===== src/rtl/muldiv_unit_if.sv =====
// Request/response bundle between the EX stage and the
// iterative RV32M multiply/divide unit.
interface muldiv_unit_if #(
    parameter int XLEN = 32,
    parameter int RD_W = 5
);
    logic            valid_in;
    logic            ready_out;
    logic [2:0]      op;
    logic [XLEN-1:0] rs1_data;
    logic [XLEN-1:0] rs2_data;
    logic [RD_W-1:0] rd_in;
    logic            flush;
    logic            busy;
    logic            done;
    logic [XLEN-1:0] result;
    logic [RD_W-1:0] rd_out;

    modport master (
        output valid_in,
        output op,
        output rs1_data,
        output rs2_data,
        output rd_in,
        output flush,
        input  ready_out,
        input  busy,
        input  done,
        input  result,
        input  rd_out
    );

    modport slave (
        input  valid_in,
        input  op,
        input  rs1_data,
        input  rs2_data,
        input  rd_in,
        input  flush,
        output ready_out,
        output busy,
        output done,
        output result,
        output rd_out
    );
endinterface


===== src/rtl/muldiv_unit.sv =====
// Iterative RV32M multiply/divide unit: 1 bit per cycle
// shift-add multiply and restoring divide on magnitudes.
module muldiv_unit #(
    parameter int XLEN = 32,
    parameter int RD_W = 5
) (
    input  logic          clock,
    input  logic          reset,
    muldiv_unit_if.slave  bus
);
    localparam int CW = $clog2(XLEN);
    localparam logic [XLEN-1:0] SMIN = {1'b1, {(XLEN-1){1'b0}}};

    typedef enum logic [1:0] {
        IDLE,
        RUN,
        FIX,
        DONE
    } state_t;

    state_t            state;
    logic [2:0]        op_q;
    logic [RD_W-1:0]   rd_q;
    logic              res_neg;
    logic              rem_neg;
    logic [CW-1:0]     cnt;
    logic [XLEN-1:0]   opnd_q;
    logic [2*XLEN-1:0] work_q;
    logic [XLEN-1:0]   result_q;
    logic [RD_W-1:0]   rd_out_q;

    logic              a_sgn;
    logic              b_sgn;
    logic [XLEN-1:0]   a_abs;
    logic [XLEN-1:0]   b_abs;
    logic              div_zero;
    logic              div_ovf;
    logic [XLEN-1:0]   special_res;

    logic [XLEN:0]     mul_sum;
    logic [XLEN:0]     div_shift;
    logic [XLEN:0]     div_diff;
    logic [2*XLEN-1:0] step;
    logic [2*XLEN-1:0] prod_fix;
    logic [XLEN-1:0]   quo_fix;
    logic [XLEN-1:0]   rem_fix;
    logic [XLEN-1:0]   fix_res;

    // Operand decode at accept time
    always_comb begin
        a_sgn = 1'b0;
        b_sgn = 1'b0;
        unique case (1'b1)
            bus.op == 3'b001: begin
                a_sgn = bus.rs1_data[XLEN-1];
                b_sgn = bus.rs2_data[XLEN-1];
            end
            bus.op == 3'b010: begin
                a_sgn = bus.rs1_data[XLEN-1];
            end
            bus.op == 3'b100,
            bus.op == 3'b110: begin
                a_sgn = bus.rs1_data[XLEN-1];
                b_sgn = bus.rs2_data[XLEN-1];
            end
            default: begin
                a_sgn = 1'b0;
                b_sgn = 1'b0;
            end
        endcase
        a_abs = a_sgn ? -bus.rs1_data : bus.rs1_data;
        b_abs = b_sgn ? -bus.rs2_data : bus.rs2_data;

        div_zero = bus.op[2] && (bus.rs2_data == '0);
        div_ovf  = bus.op[2] && !bus.op[0]
                && (bus.rs1_data == SMIN)
                && (bus.rs2_data == '1);
        if (div_zero)
            special_res = bus.op[1] ? bus.rs1_data : '1;
        else
            special_res = bus.op[1] ? '0 : bus.rs1_data;
    end

    // One iteration: work_q holds {acc, multiplier} or {rem, quo}
    always_comb begin
        mul_sum = {1'b0, work_q[2*XLEN-1:XLEN]}
                + (work_q[0] ? {1'b0, opnd_q} : '0);
        div_shift = work_q[2*XLEN-1:XLEN-1];
        div_diff  = div_shift - {1'b0, opnd_q};
        if (op_q[2]) begin
            if (div_diff[XLEN])
                step = {div_shift[XLEN-1:0],
                        work_q[XLEN-2:0], 1'b0};
            else
                step = {div_diff[XLEN-1:0],
                        work_q[XLEN-2:0], 1'b1};
        end else begin
            step = {mul_sum, work_q[XLEN-1:1]};
        end
    end

    always_comb begin
        prod_fix = res_neg ? -work_q : work_q;
        quo_fix  = res_neg ? -work_q[XLEN-1:0]
                           : work_q[XLEN-1:0];
        rem_fix  = rem_neg ? -work_q[2*XLEN-1:XLEN]
                           : work_q[2*XLEN-1:XLEN];
        fix_res  = '0;
        unique case (1'b1)
            op_q == 3'b000:
                fix_res = prod_fix[XLEN-1:0];
            !op_q[2] && op_q[1:0] != 2'b00:
                fix_res = prod_fix[2*XLEN-1:XLEN];
            op_q[2] && !op_q[1]:
                fix_res = quo_fix;
            default:
                fix_res = rem_fix;
        endcase
    end

    always_ff @(posedge clock or negedge reset) begin
        if (!reset) begin
            state    <= IDLE;
            op_q     <= '0;
            rd_q     <= '0;
            res_neg  <= 1'b0;
            rem_neg  <= 1'b0;
            cnt      <= '0;
            opnd_q   <= '0;
            work_q   <= '0;
            result_q <= '0;
            rd_out_q <= '0;
        end else begin
            unique case (state)
                IDLE: begin
                    if (bus.valid_in && !bus.flush) begin
                        op_q    <= bus.op;
                        rd_q    <= bus.rd_in;
                        res_neg <= a_sgn ^ b_sgn;
                        rem_neg <= a_sgn;
                        cnt     <= '0;
                        if (div_zero || div_ovf) begin
                            result_q <= special_res;
                            rd_out_q <= bus.rd_in;
                            state    <= DONE;
                        end else if (bus.op[2]) begin
                            opnd_q <= b_abs;
                            work_q <= {{XLEN{1'b0}}, a_abs};
                            state  <= RUN;
                        end else begin
                            opnd_q <= a_abs;
                            work_q <= {{XLEN{1'b0}}, b_abs};
                            state  <= RUN;
                        end
                    end
                end
                RUN: begin
                    if (bus.flush) begin
                        state <= IDLE;
                    end else begin
                        work_q <= step;
                        cnt    <= cnt + CW'(1);
                        if (cnt == CW'(XLEN-1))
                            state <= FIX;
                    end
                end
                FIX: begin
                    if (bus.flush) begin
                        state <= IDLE;
                    end else begin
                        result_q <= fix_res;
                        rd_out_q <= rd_q;
                        state    <= DONE;
                    end
                end
                default: begin
                    state <= IDLE;
                end
            endcase
        end
    end

    assign bus.ready_out = (state == IDLE);
    assign bus.busy      = (state == RUN) || (state == FIX);
    assign bus.done      = (state == DONE);
    assign bus.result    = result_q;
    assign bus.rd_out    = rd_out_q;
endmodule


===== src/flat_wrapper.sv =====
// flat-port wrapper written by rule: the top's interface ports become plain ports
module muldiv_unit_flat 
#(
    parameter int XLEN = 32,
    parameter int RD_W = 5
)
  (clock, reset, bus_valid_in, bus_op, bus_rs1_data, bus_rs2_data, bus_rd_in, bus_flush, bus_ready_out, bus_busy, bus_done, bus_result, bus_rd_out);
  muldiv_unit_if #(.XLEN(XLEN), .RD_W(RD_W)) bus_i ();
  input  logic clock;
  input  logic reset;
  input wire logic [$bits(bus_i.valid_in)-1:0] bus_valid_in;
  input wire logic [$bits(bus_i.op)-1:0] bus_op;
  input wire logic [$bits(bus_i.rs1_data)-1:0] bus_rs1_data;
  input wire logic [$bits(bus_i.rs2_data)-1:0] bus_rs2_data;
  input wire logic [$bits(bus_i.rd_in)-1:0] bus_rd_in;
  input wire logic [$bits(bus_i.flush)-1:0] bus_flush;
  output wire logic [$bits(bus_i.ready_out)-1:0] bus_ready_out;
  output wire logic [$bits(bus_i.busy)-1:0] bus_busy;
  output wire logic [$bits(bus_i.done)-1:0] bus_done;
  output wire logic [$bits(bus_i.result)-1:0] bus_result;
  output wire logic [$bits(bus_i.rd_out)-1:0] bus_rd_out;
  assign bus_i.valid_in = bus_valid_in;
  assign bus_i.op = bus_op;
  assign bus_i.rs1_data = bus_rs1_data;
  assign bus_i.rs2_data = bus_rs2_data;
  assign bus_i.rd_in = bus_rd_in;
  assign bus_i.flush = bus_flush;
  assign bus_ready_out = bus_i.ready_out;
  assign bus_busy = bus_i.busy;
  assign bus_done = bus_i.done;
  assign bus_result = bus_i.result;
  assign bus_rd_out = bus_i.rd_out;
  muldiv_unit #(.XLEN(XLEN), .RD_W(RD_W)) u_core (.clock(clock), .reset(reset), .bus(bus_i));
endmodule

===== config.mk =====
export PLATFORM = sky130hd
export DESIGN_NAME = muldiv_unit_flat
export DESIGN_NICKNAME = d
export VERILOG_FILES = /design/src/rtl/muldiv_unit_if.sv /design/src/rtl/muldiv_unit.sv /design/src/flat_wrapper.sv
export SDC_FILE = /design/constraint.sdc
export NUM_CORES = 1
export LEC_CHECK = 0
export BUFFER_PORTS_ARGS = -buffer_cell sky130_fd_sc_hd__buf_2
export CORE_MARGIN = 2
export CORE_UTILIZATION = 57
export DETAILED_ROUTE_END_ITERATION = 7
export PLACE_DENSITY_LB_ADDON = 0.2
export SLEW_MARGIN = 20
export SYNTH_ARGS = -nofsm -noshare
export SYNTH_HDL_FRONTEND = slang
export SYNTH_SLANG_ARGS = --single-unit

===== constraint.sdc =====
create_clock -name clock -period 3.65 [get_ports clock]
set_clock_uncertainty 0.1 [all_clocks]
set_input_delay 0.365 -clock clock [delete_from_list [all_inputs] [get_ports clock]]
set_output_delay 0.365 -clock clock [all_outputs]
set_load 0.1 [all_outputs]

==> impl_summary.log <==
[metrics] result of the run: finished, final reports clean
[metrics] share of the synthesized area in the top cell type: 0.239
[metrics] Clock Tree Buf Depth: 2
[metrics] part of the cycle the worst path needs: 0.974
[metrics] number of flops mapped to enable cells by yosys: 0
[metrics] number of standard cells after synthesis: 2,141
[metrics] master of the slowest instance on the critical path: dfrtp_1
[metrics] yosys warns: 0
[metrics] critical path arrival: around 3800 ps
[metrics] ordered cell list for the critical path: inv_2 -> buf_12 -> nor2_1 -> ha_1 -> a21o_1 -> o41ai_2 -> o31ai_2 -> buf_4 -> a31o_2 -> o31a_1 -> a2111o_1 -> nand2_1 -> xnor2_1 -> a221o_1
[metrics] part of the total power dissipated in combinational logic: 0.734
[metrics] netlist area before placement: about 0.016 mm2
[metrics] number of vias after detailed routing: between 15k and 20k
[metrics] placement-stage cell area: between 0.015 and 0.02 mm2
[metrics] vias per cell: roughly 6.6
[metrics] number of maximum-capacitance constraint violations: 0
[metrics] share of the core filled with cells: 0.674
[metrics] global-route wire length before repair: 93,000 um
[metrics] top cell type by total area after synthesis: dfrtp_1
[metrics] average wire per cell in the routed design: 23.0 um
[metrics] number of I/O port buffers: 115
[metrics] clock slew seen by the registers of the worst setup and hold paths: 80 ps
[metrics] leakage: 7.92 nW
[metrics] TritonCTS clock tree: done
[metrics] starting density of the core: 0.582
[metrics] cell area after layout: between 0.015 and 0.02 mm2
[metrics] post-synthesis sequential element count: 150
[metrics] switching share of total power: 0.559
[metrics] cell types occupying the most area after synthesis: dfrtp_1 (24%), a21oi_1 (7.2%), o21ai_0 (7.1%)
[metrics] most frequent cells in the layout: nand2_1 (237), a21oi_1 (225), nor2_1 (223), o21ai_0 (222), buf_4 (165)
[metrics] number of DRC markers in iteration 0: 2,459
[metrics] Switching Power: 10.4 mW
[metrics] number of failing hold endpoints at the final stage: 0
[metrics] die span in y: 170 um
[metrics] share of the yosys chip area belonging to registers: 0.239
[metrics] top-level port count: 116
[metrics] iteration count of the initial detailed-routing pass: 6
[metrics] count of non-filler cells in the finished layout: 2,660
[metrics] worst hold-check path type: primary input to flip-flop
[metrics] Setup violations, final: 0
[metrics] Slew Viols, Final: 0
[metrics] area taken by flip-flops and latches: 0.00375 mm2
[metrics] initial antenna violation count: 0
[metrics] number of rows created at floorplan: 60
[metrics] setup repair after global routing missed its margin: true
[metrics] highest ir drop seen on vdd: 0.545 mV
[metrics] die width: 170 um
[metrics] number of cells after detailed placement: around 2.6k
[metrics] leading cell type in the layout, fill and taps excluded: nand2_1
[metrics] Clk pwr share: 0.096
[metrics] Core Area: 0.0270 mm2
[metrics] post-synthesis async set-or-reset flop share: 1.00
[metrics] depth of the CTS H-tree: 4
[metrics] kind of launch point of the worst setup path: flip-flop
[metrics] wirelength, routed: 61,100 um
[metrics] pin count of the biggest net entering global routing: 110
[metrics] power density over cell area: 1020 mW/mm2
[metrics] Die Area: 0.0289 mm2
[metrics] nature of the critical path endpoint: flip-flop
[metrics] final global-route overflow total: 0
[metrics] synthesized netlist net count: between 2k and 2.5k
[metrics] Critical Setup Path Class: flip-flop to flip-flop
[metrics] number of clock sinks seen by CTS: 150
[metrics] overall track demand over capacity in global routing: 0.420
[metrics] internal power: 8.20 mW
[metrics] RD Place Congestion: ~1.0
[metrics] Slew @ Worst Pin: 949 ps
[metrics] growth of design area from synthesis to finish: 15.8%
[metrics] diode insertion count for antenna repair: 0
[metrics] antenna violation net count after detailed routing: 0
[metrics] Min Hold Slack: around 22 ps
[metrics] fillers: 2,347
[metrics] largest fanout on the critical path: 11
[metrics] most common flop cell mapped by yosys: dfrtp_1
[metrics] dpl hpwl: 47,700 um
[metrics] Distinct cells, synth: 89
[metrics] CTS Buf Count: 17
[metrics] layout cells sized above 1: 0.176
[metrics] share of total power in sequential cells: 0.171
[metrics] CP required: approximately 3900 ps
[metrics] Post-Syn Area per Cell: 7.35 um2
[metrics] R2R Setup Slk: 100 ps
[metrics] clock latency on the worst-skew pair: 450 ps
[metrics] worst slew slack as a fraction of its limit: 0.367
[metrics] number of remaining DRC errors: 0
[metrics] total power after layout: 18.6 mW
[metrics] delay of the slowest critical-path stage: 420 ps
[metrics] footprint of the multi-input gates: 0.0112 mm2
[metrics] nets: around 2.5k
[metrics] number of global-route vias before repair: 16.1k
[metrics] CTS Root Buffer Type: clkbuf_16
[metrics] Peak Freq: 281 MHz
[metrics] clock period minus final worst setup slack: 3550 ps
==> power groups by stage <==
stage / Clock [mW] / Combinational, mW / Sequential [mW]
2_1_floorplan: 0 / 7.98 / 4.22
3_3_place_gp: 0 / 13.0 / 3.11
3_5_place_dp: 0 / 13.2 / 3.15
4_1_cts: 1.78 / 13.3 / 3.12
5_1_grt: 1.85 / 14.6 / 3.23
6_report: 1.78 / 13.7 / 3.18
==> Yosys cell counts (all sizes together), types with 22 or more instances <==
cell type,count
a21oi,227
o21ai,228
dfrtp,150
o31ai,32
nor3,52
nand2,240
clkbuf,111
buf,30
a21o,24
mux2i,37
mux2,33
a211oi,50
ha,75
nor2,225
inv,74
xnor2,99
xor2,78
o22ai,23
a31oi,22
nand3,40
==> metal layers <==
layer	share of wire	global-route usage
met5	0	0
met1	0.42	0.584
met3	0.11	0.0909
met2	0.42	0.610
met4	0.059	0.223
==> through the flow <==
stage          worst slack [ps]  TNS [ps]
2_1_floorplan              24.5         0
3_3_place_gp               20.1         0
3_5_place_dp               -106      -243
4_1_cts                    63.7         0
5_1_grt                   -66.7     -66.7
6_report                   96.6         0
==> state kept, by name, summed over array words and instances, names as in the netlist <==
register and count:
u_core.work_q 64, u_core.rem_neg 1, u_core.state 2, u_core.bus.result 32, u_core.bus.rd_out 5, u_core.cnt 5
u_core.op_q 3, u_core.opnd_q 32, u_core.rd_q 5, u_core.res_neg 1
==> cell families (layout without fill, tap and decap cells) <==
family	after synthesis	count (layout)	synth area share
AOI/OAI and AO/OA	717	717	0.276
and+or+nand+nor	714	714	0.211
buffers and inverters	216	394	0.0541
xor gates and xnor gates	177	177	0.0985
DFF	150	150	0.239
adders and majority gates	97	97	0.0749
muxes	70	70	0.0472
==> worst paths after layout <==
check                                                       start                                 to  depth (start not counted)
worst min-delay path                                 bus_rd_in[4]         u_core.rd_q[4]$_DFFE_PN0P_                          3
worst min register to register  u_core.bus.result[27]$_DFFE_PN0P_  u_core.bus.result[27]$_DFFE_PN0P_                          2
max in group asynchronous                                   reset  u_core.bus.result[18]$_DFFE_PN0P_                          3
min in group asynchronous                                   reset      u_core.opnd_q[19]$_DFFE_PN0P_                          2
worst max-delay path                 u_core.work_q[0]$_DFFE_PN0P_      u_core.work_q[61]$_DFFE_PN0P_                         14
worst max register to register       u_core.work_q[0]$_DFFE_PN0P_      u_core.work_q[61]$_DFFE_PN0P_                         14
==> what timing repair did <==
item                       4_1_cts  5_1_grt
setup endpoints to repair        5       30
hold endpoints to repair        76        0
gates cloned                     0        0
resized for setup                3       15
pin swaps                        1        3
buffers inserted                 0        2
hold buffers                     1        0
==> worst max-delay path: cells and delay by family, from the launching register on <==
| kind | cells | cell delay (ps) |
|---|---|---|
| AO/OA/AOI/OAI | 7 | 1990 |
| XOR/XNOR | 1 | 60 |
| adder cells (fa/ha/maj) | 1 | 330 |
| buffers and inverters | 3 | 410 |
| flip-flops | 1 | 420 |
| AND/OR/NAND/NOR | 2 | 130 |
==> area by class of cell <==
class / count / area share
clock inverter: 15 / 0.00721
multi-input combinational: 1775 / 0.617
tap: 341 / 0.0234
timing repair buffer: 287 / 0.107
sequential: 150 / 0.206
inverter: 75 / 0.0155
clock buffer: 17 / 0.0234
Power figures use the tool's default switching activity.
